[config.mk]
export PLATFORM = sky130hd
export DESIGN_NAME = cache_fill_arbiter
export DESIGN_NICKNAME = d
export VERILOG_FILES = /design/src/rtl/cache_fill_arbiter.sv
export SDC_FILE = /design/constraint.sdc
export NUM_CORES = 1
export LEC_CHECK = 0
export BUFFER_PORTS_ARGS = -buffer_cell sky130_fd_sc_hd__buf_2
export CORE_UTILIZATION = 28
export CTS_BUF_LIST = sky130_fd_sc_hd__clkbuf_8 sky130_fd_sc_hd__clkbuf_16
export CTS_CLUSTER_SIZE = 25
export DETAILED_ROUTE_END_ITERATION = 6
export GPL_ROUTABILITY_DRIVEN = 0
export GPL_TIMING_DRIVEN = 0
export PLACE_DENSITY = 0.53
export SLEW_MARGIN = 30
export SYNTH_ARGS = -nofsm -noshare
export SYNTH_HDL_FRONTEND = slang
export SYNTH_SLANG_ARGS = --single-unit
[constraint.sdc]
create_clock -name clk -period 1.9 [get_ports clk]
set_input_delay 0.38 -clock clk [delete_from_list [all_inputs] [get_ports clk]]
set_output_delay 0.38 -clock clk [all_outputs]
set_load 0.05 [all_outputs]
[src/rtl/cache_fill_arbiter.sv]
// Arbitrates I-fills, D-fills and D write-through stores onto one multi-cycle memory port.
// Optional critical-word-first fill order: define CRITICAL_WORD_FIRST_EN.
module cache_fill_arbiter #(
  parameter int MEM_LATENCY = 4,
  parameter int BLOCK_WORDS = 8,
  parameter int ADDR_W      = 16
) (
  input  logic                           clk,
  input  logic                           rst,
  input  logic                           i_miss,
  input  logic [ADDR_W-1:0]              i_miss_addr,
  input  logic                           d_miss,
  input  logic [ADDR_W-1:0]              d_miss_addr,
  input  logic                           d_wr,
  input  logic [ADDR_W-1:0]              d_wr_addr,
  input  logic [15:0]                    d_wr_data,
  output logic                           mem_en,
  output logic                           mem_wr,
  output logic [ADDR_W-1:0]              mem_addr,
  output logic [15:0]                    mem_wdata,
  input  logic [15:0]                    mem_rdata,
  input  logic                           mem_valid,
  output logic [15:0]                    fill_word,
  output logic [$clog2(BLOCK_WORDS)-1:0] fill_idx,
  output logic                           i_fill_we,
  output logic                           d_fill_we,
  output logic                           i_fill_done,
  output logic                           d_fill_done,
  output logic                           d_wr_ack,
  output logic                           fill_crit,
  output logic                           busy
);

  localparam int IDX_W = $clog2(BLOCK_WORDS);
`ifdef CRITICAL_WORD_FIRST_EN
  localparam bit CWF = 1'b1;
`else
  localparam bit CWF = 1'b0;
`endif
  localparam logic [ADDR_W-1:0] OFFS_MASK = ADDR_W'(2 * BLOCK_WORDS - 1);
  localparam logic [IDX_W-1:0]  LAST_IDX  = IDX_W'(BLOCK_WORDS - 1);

  if (MEM_LATENCY < 1 || BLOCK_WORDS < 2 || (BLOCK_WORDS & (BLOCK_WORDS - 1)) != 0) begin : g_bad_param
    $error("cache_fill_arbiter: MEM_LATENCY >= 1 and power-of-2 BLOCK_WORDS >= 2 required");
  end

  typedef enum logic [1:0] {S_IDLE, S_WRITE, S_FILL, S_DONE} state_t;

  state_t            state;
  logic              owner_d;     // 1 = current fill belongs to the D-cache
  logic              issuing;
  logic [ADDR_W-1:0] base;
  logic [IDX_W-1:0]  start_idx;
  logic [IDX_W-1:0]  issue_cnt;
  logic [IDX_W-1:0]  recv_cnt;

  logic [ADDR_W-1:0] sel_addr;
  logic [ADDR_W-1:0] sel_base;
  logic [IDX_W-1:0]  sel_start;

  // D-side wins the fill arbitration; stores are handled ahead of both.
  always_comb begin
    sel_addr  = d_miss ? d_miss_addr : i_miss_addr;
    sel_base  = sel_addr & ~OFFS_MASK;
    sel_start = CWF ? sel_addr[IDX_W:1] : '0;
  end

  // Index math wraps inside the block, so the tag bits of base are never disturbed.
  function automatic logic [ADDR_W-1:0] word_addr(input logic [ADDR_W-1:0] b,
                                                  input logic [IDX_W-1:0]  idx);
    return b | ADDR_W'({idx, 1'b0});
  endfunction

  // NOTE: every register here is assigned with <= so all of them sample pre-edge values;
  // reset is synchronous, so it is just the first branch inside the clocked block.
  always_ff @(posedge clk) begin
    if (rst) begin
      state       <= S_IDLE;
      owner_d     <= 1'b0;
      issuing     <= 1'b0;
      base        <= '0;
      start_idx   <= '0;
      issue_cnt   <= '0;
      recv_cnt    <= '0;
      mem_en      <= 1'b0;
      mem_wr      <= 1'b0;
      mem_addr    <= '0;
      mem_wdata   <= '0;
      fill_word   <= '0;
      fill_idx    <= '0;
      i_fill_we   <= 1'b0;
      d_fill_we   <= 1'b0;
      i_fill_done <= 1'b0;
      d_fill_done <= 1'b0;
      d_wr_ack    <= 1'b0;
      fill_crit   <= 1'b0;
      busy        <= 1'b0;
    end else begin
      mem_en      <= 1'b0;
      mem_wr      <= 1'b0;
      i_fill_we   <= 1'b0;
      d_fill_we   <= 1'b0;
      i_fill_done <= 1'b0;
      d_fill_done <= 1'b0;
      d_wr_ack    <= 1'b0;
      fill_crit   <= 1'b0;
      case (state)
        S_IDLE: begin
          if (d_wr) begin
            state     <= S_WRITE;
            busy      <= 1'b1;
            mem_en    <= 1'b1;
            mem_wr    <= 1'b1;
            mem_addr  <= d_wr_addr;
            mem_wdata <= d_wr_data;
          end else if (d_miss || i_miss) begin
            // The first read goes out on the transition so reads occupy FILL's first cycles.
            state     <= S_FILL;
            busy      <= 1'b1;
            owner_d   <= d_miss;
            base      <= sel_base;
            start_idx <= sel_start;
            issue_cnt <= IDX_W'(1);
            recv_cnt  <= '0;
            issuing   <= 1'b1;
            mem_en    <= 1'b1;
            mem_addr  <= word_addr(sel_base, sel_start);
          end
        end
        S_WRITE: begin
          state    <= S_DONE;
          d_wr_ack <= 1'b1;
        end
        S_FILL: begin
          if (issuing) begin
            mem_en    <= 1'b1;
            mem_addr  <= word_addr(base, start_idx + issue_cnt);
            issue_cnt <= issue_cnt + 1'b1;
            if (issue_cnt == LAST_IDX) issuing <= 1'b0;
          end
          if (mem_valid) begin
            fill_word <= mem_rdata;
            fill_idx  <= start_idx + recv_cnt;
            d_fill_we <= owner_d;
            i_fill_we <= !owner_d;
            fill_crit <= CWF && (recv_cnt == '0);
            recv_cnt  <= recv_cnt + 1'b1;
            if (recv_cnt == LAST_IDX) begin
              state       <= S_DONE;
              d_fill_done <= owner_d;
              i_fill_done <= !owner_d;
            end
          end
        end
        S_DONE: begin
          state <= S_IDLE;
          busy  <= 1'b0;
        end
        default: begin
          state <= S_IDLE;
          busy  <= 1'b0;
        end
      endcase
    end
  end

endmodule

==> reports/results.ini, run 1 <==
[power_and_ir_drop]
vdd_drop_max_mv=0.543
p_total_uw=7110
power_density_nw_per_um2=1470
p_leak_uw=0.00207

[hold_path]
holdCritPathClass=in -> reg

[die]
chipHeight_um=115
initial_utilization_pct=29.2
ioPinCount=146
die_area_um2=13200
core_um2=12200
rows=40
fp.dieW_um=115

[worst_setup_path]
path_max_fanout=10
cp_data_required_time_ns=2.15
cp-start-kind=flip-flop
crit_type=reg -> reg
critPathCaptureType=flip-flop
worst_ep_arrival_time_ns=2.02

[synthesis]
synth_cells=425
synth_edf_count=0
syn_nets=520
avgSynthCellArea_um2=8.40
ys.flop_type=dfxtp_1
async_flop_share_pct=0
synth_area_um2=3570
yosys_warnings=0
ys_ff_latch=81
ys_seq_area_share_pct=45.4
synthDistinctLibCells=39

[sta]
tns_ns=0
fin_skew_ns=0.00458
max_slew_margin_pct=56.0
worst_slew_pin_slew_ns=0.660
grt_setup_unrepaired=false
whs_ns=0.271
period_minus_slack_ns=1.77
hold_viol=0
period_share_pct=93.4
drv_slew=0
setup_viol=0
max_freq_mhz=564

[detailed_routing]
top_layer_used=met4
route.detailed.drc=0
drt-total-wl_mm=10.5
wl_met1_mm=5.11
avgRoutedWirePerCell_um=14.2
wl_met3_um=803
vias_per_cell=4.60
wl_met2_mm=4.51
drtIter0Drc=147
drtAntennaViolNets=0
num_vias=3418
dr.pass1.iters=4

[finish]
final_cell_mix=buf_2 (145), nand2_1 (90), dfxtp_1 (81)
nets=665
layout_commonest_cell=buf_2
drive_above_1_share_pct=35.1
diodes=0
nFillCells=1310
area_growth_syn_to_layout_pct=35.6

[grt]
grt_max_degree=14
grt_pass1_vias=3208
grt_usage_pct=15.9
overflow=0
antenna_found_initial=0
grt_pass1_wl_mm=16.1

[run]
drv_cap=0

[clocking]
cts.clk_slew.worst_paths_ns=0.06
numCtsBuffers=9
cts_max_level=3
clockBufferDepth=2
cts_tree=yes
clk_latency_ns=0.33
clock_sinks=81
cts_hold_buffers=0
cts_root_buf=clkbuf_16

[place]
io_buffers=134
dpl.hpwl_mm=7.81

[status]
status=finished clean

## cells by family after synthesis
| logic type | count (synthesis) | share of synthesized area, % |
|---|---|---|
| AOI/OAI and AO/OA | 119 | 20.7 |
| and+or+nand+nor | 151 | 19.4 |
| buffers and inverters | 47 | 6.00 |
| other | 1 | 0.105 |
| DFF | 81 | 45.4 |
| adders and majority gates | 9 | 3.16 |
| muxes | 17 | 5.22 |
## worst max-delay path: stages (launching register included)
cell      delay (ns)
dfxtp_1         0.35
inv_2           0.11
ha_1            0.26
buf_4           0.22
and2_1          0.17
clkbuf_4        0.21
o21ai_1         0.13
a211oi_1        0.24
## through the flow
stage | cells | cell area [um^2] | worst slack (ns) | utilization (%)
after floorplan | 425 | 3570 | 0.257 | -
after global placement | 727 | 4450 | -0.193 | 36.4
after detailed placement | 727 | 4450 | -0.166 | 36.4
after CTS | 742 | 4780 | 0.0147 | 39.1
after global routing | 743 | 4840 | 0.0102 | 39.6
final | 743 | 4840 | 0.126 | 39.6
## state kept, by name, summed over array words and instances (netlist names), 2 cells and up
signal,count
base,12
fill_idx,3
fill_word,16
issue_cnt,3
mem_addr,16
mem_wdata,16
recv_cnt,3
state,2
## final timing paths
check	start	to	slack, ns	cells after the start
worst max register to register	state[0]	recv_cnt[0]	0.13	7
worst min-delay path	rst	i_fill_we	0.27	2
worst min register to register	fill_idx[1]	fill_idx[1]	0.45	2
worst max-delay path	state[0]	recv_cnt[0]	0.13	7
## routing by layer
layer / GRT usage [%] / vias to the layer above
li1: - / 1781
met1: 21.5 / 1491
met2: 25.1 / 133
met3: 3.22 / 13
met4: 5.71 / 0
met5: 0 / -
## where the power goes
part / switching, uW / internal (uW) / total, uW
combinational: 2070 / 916 / 2980
sequential: 208 / 2070 / 2280
clock: 688 / 1160 / 1850
total: 2960 / 4150 / 7110
## repair_timing
action / CTS / global route
hold endpoints to repair: 0 / 0
gates resized for setup: 2 / 27
setup buffers: 0 / 1
setup endpoints to repair: 22 / 56
## synth_stat cells, types with 2 or more instances
master     count  area share (%)
ha_1           9             3.2
a311oi_1      12             2.9
buf_2         15             2.1
nand2_1       91             9.6
o211ai_1      13             2.7
a21oi_1       70             9.8
buf_6          2            0.63
inv_1         10             1.1
a2111oi_0      3            0.74
nor2_1         4            0.42
a211oi_1       5             1.1
and2_1         4            0.70
nor3_1        27             3.8
nand3_1        3            0.42
dfxtp_1       81              45
o21ai_0        4            0.56
clkbuf_1      16             1.7
mux2_2        13             4.1
mux2i_1        4             1.1
o32ai_1        2            0.49
nor2b_1        4            0.70
nand2b_1      13             2.3
a22oi_1        3            0.63
buf_1          2            0.21
## cell type report
cell class | instances | area (um^2) | share of cell area (%)
multi-input cells | 297 | 1770 | 36.6
flip-flops and latches | 81 | 1620 | 33.5
repair buffers | 135 | 678 | 14.0
clock buffers | 13 | 280 | 5.79
well taps | 168 | 210 | 4.34
plain buffers | 35 | 186 | 3.85
clock inverters | 3 | 46.3 | 0.957
inverters | 11 | 45.0 | 0.931
(Power assumes the default switching activity.)
==> inputs of run 2 (changes only) <==
- CELL_PAD_IN_SITES_DETAIL_PLACEMENT: default -> 0
- CELL_PAD_IN_SITES_GLOBAL_PLACEMENT: default -> 2
- CORE_UTILIZATION: 28 -> 26
- PLACE_DENSITY: 0.53 -> 0.8
- SKIP_LAST_GASP: default -> 1
==> run 2 against run 1 <==
Compared with the run above: worst hold slack lost 0.010 ns; cell count rose by 1.1%; combinational power about the same.
==> reports/results.ini, run 2 (synthesized netlist as in run 1, its figures left out) <==
[status]
status=finished clean

[sta]
setup_viol=0
max_slew_margin_pct=54.4
worst_slew_pin_slew_ns=0.683
max_freq_mhz=547
fin_skew_ns=0.00682
period_minus_slack_ns=1.83
period_share_pct=96.3
setup_ws_ns=0.0706
hold_viol=0
drv_slew=0
grt_setup_unrepaired=true

[finish]
drive_above_1_share_pct=34.1
finalNonFillerCells=751
nFillCells=1395
multi_input_comb_area_um2=1760
final_cell_mix=buf_2 (148), nand2_1 (91), dfxtp_1 (81)
area_growth_syn_to_layout_pct=34.5
layout_commonest_cell=buf_2
diodes=0
nets=667
top_regs=fill_word (16), mem_addr (16), mem_wdata (16)
ff_latch_area_um2=1620

[detailed_routing]
vias_per_cell=4.67
drtIter0Drc=181
route.detailed.drc=0
drtAntennaViolNets=0
num_vias=3505
dr.pass1.iters=4
avgRoutedWirePerCell_um=14.7
drt-total-wl_mm=11.1

[grt]
overflow=0
grt_usage_pct=15.8
grt_pass1_vias=3385
grt_pass1_wl_mm=17.5
grt_max_degree=13
antenna_found_initial=0

[clocking]
clk_latency_ns=0.34
clockBufferDepth=2
cts_root_buf=clkbuf_16
cts_tree=yes
clock_sinks=81
numCtsBuffers=9
cts_max_level=3
cts.clk_slew.worst_paths_ns=0.06

[power_and_ir_drop]
p_leak_uw=0.00206
p_sw_share_pct=42.3
vdd_drop_max_mv=0.463
p_switching_uw=2950
power_density_nw_per_um2=1460
internal_power_uw=4030
power_frac_comb_pct=43.0
pwr-share-seq_pct=32.6
clockPowerShare_pct=24.4

[worst_setup_path]
critPathLaunch=state[1]
critPathCaptureType=flip-flop
worst_ep_arrival_time_ns=2.02
cp_data_required_time_ns=2.09
cp-start-kind=flip-flop
path_max_fanout=10
crit_type=reg -> reg
reg2reg_from=state[1]

[run]
drv_cap=0

[place]
pre_cts_slack_ns=-0.266
dpl.hpwl_mm=8.18
dp.cells=735
io_buffers=134

[die]
rows=42
initial_utilization_pct=26.8
die_area_um2=14200
ioPinCount=146
core_um2=13300
fp.dieW_um=119
chipHeight_um=119

[hold_path]
holdCritPathClass=in -> reg
min-delay-start=rst

[run 2: changes by cell type in the layout (fill, tap and decap cells not counted), sizes merged]
cell	previous run	this run
clkinv	2	4
inv	9	10
buf	151	155
clkbuf	32	27
clkinvlp	2	0
[run 2: timing repair]
item	4_1_cts	5_1_grt
gates resized for setup	6	14
endpoints found under the setup margin	23	42
pin swaps	0	1
gates cloned	0	0
buffers inserted	0	2
hold buffers	0	0
[run 2: final cells by class]
cell class / count / area share [%]
Sequential cell: 81 / 33.8
Tap cell: 176 / 4.59
Timing Repair Buffer: 136 / 14.3
Buffer: 36 / 3.96
Inverter: 11 / 0.860
Clock buffer: 10 / 4.98
Multi-Input combinational cell: 297 / 36.6
Clock inverter: 4 / 0.939
[run 2: through the flow]
stage	power, uW	TNS, ns	hold slack [ns]	utilization, %	instance area [um^2]
2_1_floorplan	4430	0	0.414	-	3570
3_3_place_gp	5170	-1.75	0.439	33.5	4460
3_5_place_dp	5200	-2.54	0.447	33.5	4460
4_1_cts	6930	0	0.253	35.8	4760
5_1_grt	7370	-0.221	0.274	36.1	4800
6_report	6990	0	0.261	36.1	4800
[run 2: worst max-delay path, cell delays in order, from the launching register on]
cell      delay (ns)
dfxtp_1         0.34
inv_1           0.15
ha_4            0.18
or4b_1          0.44
buf_2           0.20
buf_6           0.17
a21oi_1         0.13
a211oi_1        0.07
[run 2: final timing paths]
kind | endpoint | slack (ns) | cells after the start
worst min register to register | fill_word[0] | 0.45 | 2
worst max-delay path | mem_addr[2] | 0.07 | 7
worst max register to register | mem_addr[2] | 0.07 | 7
worst min-delay path | i_fill_we | 0.26 | 2
[run 2: routing by layer]
metal / global-route usage [%] / up-vias / routed length [um]
li1: - / 1782 / -
met1: 20.7 / 1597 / 5320
met2: 25.5 / 116 / 4910
met3: 3.54 / 10 / 726
met4: 5.46 / 0 / 123
met5: 0 / - / 0
[run 2: power groups by stage]
stage	clock network [uW]	logic, uW	registers (uW)
after global placement	0	2860	2310
after CTS	1730	2920	2280
after detailed placement	0	2890	2310
final	1700	3000	2280
after floorplan	0	1250	3180
after global routing	1800	3240	2330
==> inputs of run 3 (changes only) <==
- ABC_AREA: default -> 1
- CORE_UTILIZATION: 26 -> 25
- PLACE_DENSITY: 0.8 -> 0.82
==> run 3 against run 2 <==
Compared with the run above: first-iteration DRC count up 12%; clock-buffer cell count unchanged; design area up 1.9%; sequential power up 2%; power up 8.1%; synthesized cell count up 27%; synthesized area up 2.8%; register-to-register slack better by 0.099 ns; combinational power up 16%; non-clock buffer count down 7.
==> reports/results.ini, run 3 <==
[hold_path]
holdCritPathClass=in -> reg

[worst_setup_path]
worst_ep_arrival_time_ns=1.96
path_max_fanout=10
cp-start-kind=flip-flop
critPathCaptureType=flip-flop
cp_data_required_time_ns=2.13
crit_type=reg -> reg

[synthesis]
synth_top_area_share_pct=44.2
synthAdderAreaFrac_pct=3.07
synth_cells=541
synthTopCellsByCount=nand2_1 (128), nor2_1 (126), dfxtp_1 (81), nand3_1 (48), o21ai_0 (42)
synth_compound_area_share_pct=9.24
ys.flop_type=dfxtp_1
syn_nets=636
async_flop_share_pct=0
synth_area_um2=3670
yosys.area_share.simple_pct=36.3
ys_ff_latch=81
synth_top_family_by_area=simple AND/OR/NAND/NOR gates
synth_edf_count=0
yosys_warnings=0
ys_seq_area_share_pct=44.2
synthDistinctLibCells=23
yosysTopAreaCell=dfxtp_1
yosysMostFrequentCell=nand2_1
yosys-top-cells-area=dfxtp_1 (44%), nand2_1 (13%), nor2_1 (13%)
avgSynthCellArea_um2=6.78
synthMuxAreaShare_pct=0
synth_xor_area_share_pct=0

[place]
io_buffers=136
dp.cells=857
dpl.hpwl_mm=8.57
pre_cts_slack_ns=0.0845

[finish]
diodes=0
area_growth_syn_to_layout_pct=33.2
multi_input_comb_area_um2=1800
fin_util_pct=34.7
final_cell_mix=buf_2 (146), nand2_1 (128), nor2_1 (126)
drive_above_1_share_pct=26.3
ff_latch_area_um2=1620
layout_commonest_cell=buf_2
top_regs=fill_word (16), mem_addr (16), mem_wdata (16)
nFillCells=1593
finalNonFillerCells=873
nets=783

[sta]
setup_ws_ns=0.170
max_slew_margin_pct=58.3
period_minus_slack_ns=1.73
fin_skew_ns=0.00438
worst_slew_pin_slew_ns=0.626
period_share_pct=91.1
drv_slew=0
setup_viol=0
max_freq_mhz=578
hold_viol=0

[detailed_routing]
dr.pass1.iters=4
drt-total-wl_mm=11.0
vias_per_cell=4.31
num_vias=3764
drtAntennaViolNets=0
route.detailed.drc=0
avgRoutedWirePerCell_um=12.6
drtIter0Drc=202

[die]
rows=43
chipHeight_um=123
ioPinCount=146
initial_utilization_pct=26.0
die_area_um2=15200
core_um2=14100
fp.dieW_um=123

[clocking]
cts_max_level=3
numCtsBuffers=9
cts.clk_slew.worst_paths_ns=0.06
clk_latency_ns=0.33
clockBufferDepth=2
cts_root_buf=clkbuf_16
cts_tree=yes
clock_sinks=81
post-cts-setup-buffer-count=0

[status]
status=finished clean

[grt]
grt_pass1_wl_mm=17.1
grt_usage_pct=14.6
antenna_found_initial=0
grt_max_degree=14
overflow=0
grt_pass1_vias=3498

[run]
drv_cap=0

[power_and_ir_drop]
power_density_nw_per_um2=1540
vdd_drop_max_mv=0.514
p_total_uw=7550
p_leak_uw=0.00247

run 3: worst paths after layout:
check | startpoint | slack, ns | cells after the start | to
worst max-delay path | state[1] | 0.17 | 9 | mem_addr[6]
worst min-delay path | d_wr_data[4] | 0.29 | 3 | mem_wdata[4]
worst max register to register | state[1] | 0.17 | 9 | mem_addr[6]
worst min register to register | base[9] | 0.46 | 2 | base[9]
run 3: repair_timing:
action / in CTS / in global routing
gates resized for setup: 0 / 6
hold buffers: 0 / 0
setup endpoints to repair: 0 / 15
run 3: layout make-up:
cell class	count	share of cell area, %
plain buffers	29	3.05
multi-input cells	400	36.8
flip-flops and latches	81	33.2
inverters	31	2.38
repair buffers	136	13.9
clock inverters	6	1.20
clock buffers	10	4.89
well taps	180	4.61
run 3: cell families after synthesis:
family,count (synthesis)
AND/OR/NAND/NOR,323
buffers and inverters,60
AO/OA/AOI/OAI,67
other,1
adder cells (fa/ha/maj),9
flip-flops,81
run 3: power by group:
group,internal (uW),switching (uW)
registers,2110,205
logic,944,2550
clock network,1040,693
run 3: per-stage QoR:
| stage | cell area, um^2 | TNS [ns] | hold slack (ns) |
|---|---|---|---|
| after floorplan | 3670 | 0 | 0.439 |
| after global placement | 4580 | 0 | 0.447 |
| after detailed placement | 4580 | 0 | 0.454 |
| after CTS | 4870 | 0 | 0.285 |
| after global routing | 4890 | -0.00268 | 0.309 |
| final | 4890 | 0 | 0.293 |
run 3: layer usage:
metal	wire length, um	share of wire [%]	track usage (%)
met4	106	0.97	4.37
met5	0	0	0
met3	648	5.9	3.51
met2	5010	46	24.3
met1	5200	47	18.6
run 3: worst max-delay path: stages (launching register included):
cell     delay [ns]
dfxtp_1        0.34
inv_1          0.12
ha_1           0.22
buf_2          0.28
nand3_4        0.17
nand2_4        0.15
buf_6          0.16
nand2_1        0.06
nand2_1        0.05
nor2_1         0.05
